--- config.mk ---
export PLATFORM = sky130hd
export DESIGN_NAME = product_accumulator
export DESIGN_NICKNAME = d
export VERILOG_FILES = /design/src/rtl/product_accumulator.sv
export SDC_FILE = /design/constraint.sdc
export NUM_CORES = 1
export LEC_CHECK = 0
export BUFFER_PORTS_ARGS = -buffer_cell sky130_fd_sc_hd__buf_2
export CAP_MARGIN = 0
export CORE_UTILIZATION = 55
export CTS_CLUSTER_SIZE = 30
export DETAILED_ROUTE_END_ITERATION = 8
export HOLD_SLACK_MARGIN = 0.03
export PLACE_DENSITY = 0.82
export REMOVE_ABC_BUFFERS = 1
export SLEW_MARGIN = 20
export SYNTH_ARGS = -nofsm -noshare
export SYNTH_HDL_FRONTEND = slang
export SYNTH_SLANG_ARGS = --single-unit
export TNS_END_PERCENT = 10
--- constraint.sdc ---
create_clock -name clk -period 2.4 [get_ports clk]
set_input_delay 0.12 -clock clk [delete_from_list [all_inputs] [get_ports clk]]
set_output_delay 0.12 -clock clk [all_outputs]
set_load 0.05 [all_outputs]
--- src/rtl/product_accumulator.sv ---
// ---------------------------------------------------------------------------
// product_accumulator
//
// Sums a fixed number of unsigned products coming from an upstream
// Multiplier and presents the total to a downstream consumer using a
// valid/ready handshake on both sides.
//
// Parameters
//   width : operand width of the upstream Multiplier (products are 2*width)
//   count : number of products summed per result (1..255)
//   guard : extra accumulator bits above 2*width
//
// Ports
//   clk        : single clock, rising-edge active
//   rst_n      : asynchronous active-low reset
//   start      : single-cycle request; clears the sum and begins a new one
//   prod       : unsigned product from the Multiplier
//   prod_valid : prod holds a product to accept
//   prod_ready : the block accepts prod this cycle (high only while summing)
//   sum        : accumulated unsigned result
//   sum_valid  : sum holds a completed result
//   sum_ready  : consumer takes sum this cycle
//   overflow   : sticky flag, a carry left the accumulator during this sum
//   busy       : high whenever the block is not idle
// ---------------------------------------------------------------------------
module product_accumulator #(
    parameter int width = 8,
    parameter int count = 4,
    parameter int guard = 2
) (
    input  logic                     clk,
    input  logic                     rst_n,
    input  logic                     start,
    input  logic [2*width-1:0]       prod,
    input  logic                     prod_valid,
    output logic                     prod_ready,
    output logic [2*width+guard-1:0] sum,
    output logic                     sum_valid,
    input  logic                     sum_ready,
    output logic                     overflow,
    output logic                     busy
);

    localparam int PW = 2 * width;
    localparam int SW = 2 * width + guard;

    // Index of the final product of a sum; counter is 8 bits since count <= 255.
    localparam logic [7:0] LAST = 8'(count - 1);

    typedef enum logic [1:0] {
        IDLE = 2'd0,
        ACC  = 2'd1,
        HOLD = 2'd2
    } state_t;

    state_t          state_q, state_d;
    logic [SW-1:0]   sum_q, sum_d;
    logic            overflow_q, overflow_d;
    logic [7:0]      cnt_q, cnt_d;

    // One extra bit on the adder captures the carry that leaves the accumulator.
    logic [SW:0]     add_full;

    assign add_full = {1'b0, sum_q} + {{(SW + 1 - PW){1'b0}}, prod};

    // Next-state and output decode. Handshake outputs depend only on the state,
    // so an asynchronous reset of the state drops them immediately.
    always_comb begin
        state_d    = state_q;
        sum_d      = sum_q;
        overflow_d = overflow_q;
        cnt_d      = cnt_q;
        prod_ready = 1'b0;
        sum_valid  = 1'b0;

        unique case (state_q)
            IDLE: begin
                if (start) begin
                    sum_d      = '0;
                    overflow_d = 1'b0;
                    cnt_d      = '0;
                    state_d    = ACC;
                end
            end
            ACC: begin
                prod_ready = 1'b1;
                if (prod_valid) begin
                    sum_d      = add_full[SW-1:0];
                    overflow_d = overflow_q | add_full[SW];
                    cnt_d      = cnt_q + 8'd1;
                    // Leaving on the final accept means sum_valid follows that
                    // product by exactly one cycle.
                    if (cnt_q == LAST) begin
                        state_d = HOLD;
                    end
                end
            end
            HOLD: begin
                sum_valid = 1'b1;
                if (sum_ready) begin
                    state_d = IDLE;
                end
            end
            default: begin
                state_d = IDLE;
            end
        endcase
    end

    // State and datapath registers.
    always_ff @(posedge clk or negedge rst_n) begin
        if (!rst_n) begin
            state_q    <= IDLE;
            sum_q      <= '0;
            overflow_q <= 1'b0;
            cnt_q      <= '0;
        end else begin
            state_q    <= state_d;
            sum_q      <= sum_d;
            overflow_q <= overflow_d;
            cnt_q      <= cnt_d;
        end
    end

    assign sum      = sum_q;
    assign overflow = overflow_q;
    assign busy     = (state_q != IDLE);

endmodule

==> summary.md <==
| Metric | Value |
|---|---|
| Status | `completed` |
| Most common cell after layout, fill and taps aside | `buf_2` |
| CP Launch Type | `flip-flop` |
| GRT Overall Usage | `25.91%` |
| Drc violations | `0` |
| Unrepaired setup endpoints after global routing | `no` |
| Die area | `4033 um^2` |
| Clock Pin Slew Worst Setup and Hold Paths | `0.07 ns` |
| FMAX | `0.4451 GHz` |
| Worst reg2reg path startpoint | `sum[0]` |
| Synth cell types | `51` |
| TritonCTS Buffers | `5` |
| Core area | `3468 um^2` |
| Initial Util | `59.99%` |
| EDFF count, synth | `0` |
| Hold Path Origin | `sum_ready` |
| CP startpoint | `sum[0]` |
| Cells after Synth | `234` |
| GRT Residual Overflow | `0` |
| Endpoint class of the critical path | `flip-flop` |
| CTS tree | `done` |
| Via/cell ratio | `5.874` |
| Syn Area/Cell | `8.892 um^2` |
| CTS resizes | `0` |
| Crit path DAT | `2.48 ns` |
| CP Class | `reg2reg` |
| Vias in the first global route | `1,813` |
| # diodes | `0` |
| Post-Place Setup Slack | `0.1890 ns` |
| Leakage power | `1.215 nW` |
| Critical Path Fanout Max | `3` |
| Maximum number of pins on one net before global-route repair | `30` |
| Worst-Skew Late Latency | `0.29 ns` |
| DRT antenna net count | `0` |
| Worst hold path class | `in2reg` |
| Crit path required time | `2.63 ns` |
| HPWL Detailed | `3429 um` |
| Peak supply drop | `0.7184 mV` |
| Setup ws final | `0.1533 ns` |
| Clock Path Buffers | `2` |
| Final Slew Violations | `0` |
| DIE HEIGHT | `63.51 um` |
| IO Port Bufs | `42` |
| Drt initial violations | `71` |
| YS warnings | `0` |
| Initial DRT Pass Iterations | `4` |
| Post-route insts no fill | `325` |
| Post-synth ARST share | `100.0%` |
| Routed WL per cell | `14.74 um` |
| FP Rows | `21` |
| Hold Vio Cnt, Final | `0` |
| First-pass GRT wire length | `8204 um` |
| Power, Total | `3.481 mW` |
| Seq cells post-synth | `29` |
| Pwr dens | `1430 nW/um^2` |
| Finish-stage setup viols | `0` |
| Register area share after synthesis | `34.88%` |
| Layout Skew | `0.008869 ns` |
| Most frequent cells in the layout | `buf_2, nand2_1, dfrtp_1` |
| Clk root buf | `clkbuf_8` |
| Primary FF master, synth | `dfrtp_1` |
| Initial antenna violation count | `0` |
| Final net count | `317` |
| Placed Cells | `316` |
| Hold_ws | `0.1280 ns` |
| Minimum clock period | `2.247 ns` |
| Final core occ | `70.17%` |
| Share of cells above drive strength 1 | `21.51%` |
| Max-cap viol count | `0` |
| Area Growth Syn to Fin | `16.96%` |
| Die Span X | `63.51 um` |
| H-tree Lvls | `2` |
| Slew Limit Headroom | `54.82%` |
| I/O Pins | `43` |
| Final period util | `93.61%` |
| Total Routed Length | `4791 um` |
| Placer Congestion | `0.8259` |
| Vias | `1,909` |
| Clock Sink Count | `29` |
| Worst-Margin Slew | `0.6778 ns` |
| Mapped cell area | `2081 um^2` |
critical path: stages, from the launching register on:
cell and delay, ns:
dfrtp_1 0.37, ha_1 0.17, inv_1 0.06, fa_1 0.40, nor2b_1 0.18, o2111ai_1 0.16, a211oi_2 0.24, o21bai_1 0.13
a2111o_1 0.41, nand2_1 0.07
metrics by stage:
stage	area (um^2)	setup TNS, ns
2_1_floorplan	2036	-0.2564
3_3_place_gp	2341	0
3_5_place_dp	2341	0
4_1_cts	2434	0
5_1_grt	2434	0
6_report	2434	0
what timing repair did:
action / in CTS / in global routing
setup buffers: 0 / 0
hold buffers: 1 / 0
hold endpoints to repair: 29 / 0
Yosys cell counts, drive strengths merged, types with 2 or more instances:
cell    instances  area (um^2)
dfrtp          29        725.7
clkbuf          8        30.03
ha             17        212.7
and3b           2        17.52
and3            2        12.51
nor2b           3        18.77
a21o            8        60.06
nand3           7        35.03
nand4           5        31.28
o21ai          21        108.9
xor2            8        70.07
inv             6        22.52
a211o           2        17.52
buf             3        15.01
a22o            3        26.28
nor3            2        10.01
o211ai          5        37.54
o21a            3        22.52
mux2i           2        20.02
xnor2           6        52.55
a21oi          13        65.06
o21bai          3        22.52
or3             3        18.77
nor2           16        60.06
a211oi          4        47.54
a32o            3        30.03
nand2          30        112.6
cell families after synthesis:
kind of cell	Yosys count	share of synthesized area (%)
adders and majority gates	18	11.18
DFF	29	34.88
xor gates and xnor gates	14	5.893
buffers and inverters	17	3.247
and+or+nand+nor	80	19.12
AOI/OAI and AO/OA	74	24.72
muxes	2	0.9622
power by group:
part / internal (mW) / switching [mW] / leakage, nW
Sequential: 0.674 / 0.171 / 0.373
Combinational: 0.764 / 1.48 / 0.797
Clock: 0.200 / 0.192 / 0.0450
Total: 1.64 / 1.84 / 1.22
registers in the layout, summed over array words and instances, names as in the netlist:
signal    count
overflow      1
sum          18
cnt_q         8
state_q       2
routing by layer:
| metal | up-vias | GRT usage (%) | part of all wire [%] |
|---|---|---|---|
| li1 | 948 | - | - |
| met1 | 901 | 33.68 | 48 |
| met2 | 53 | 42.29 | 47 |
| met3 | 7 | 5.435 | 4.2 |
| met4 | 0 | 9.091 | 1.2 |
| met5 | - | 0 | 0 |
final cells by class:
class | instances | area [um^2]
repair buffers | 48 | 257.7
multi-input cells | 188 | 1287
well taps | 46 | 57.56
fillers | 289 | 1035
clock inverters | 2 | 10.01
flip-flops and latches | 29 | 725.7
inverters | 6 | 22.52
clock buffers | 6 | 72.57
path summary, 6_finish.rpt:
check | end | slack [ns] | cells after the start
worst min-delay path | state_q[1] | 0.13 | 3
worst max-delay path | overflow | 0.15 | 9
max in group asynchronous | sum[11] | 1.55 | 2
worst min register to register | sum[10] | 0.52 | 2
min in group asynchronous | sum[6] | 0.41 | 2
worst max register to register | overflow | 0.15 | 9
(Power assumes the default switching activity.)
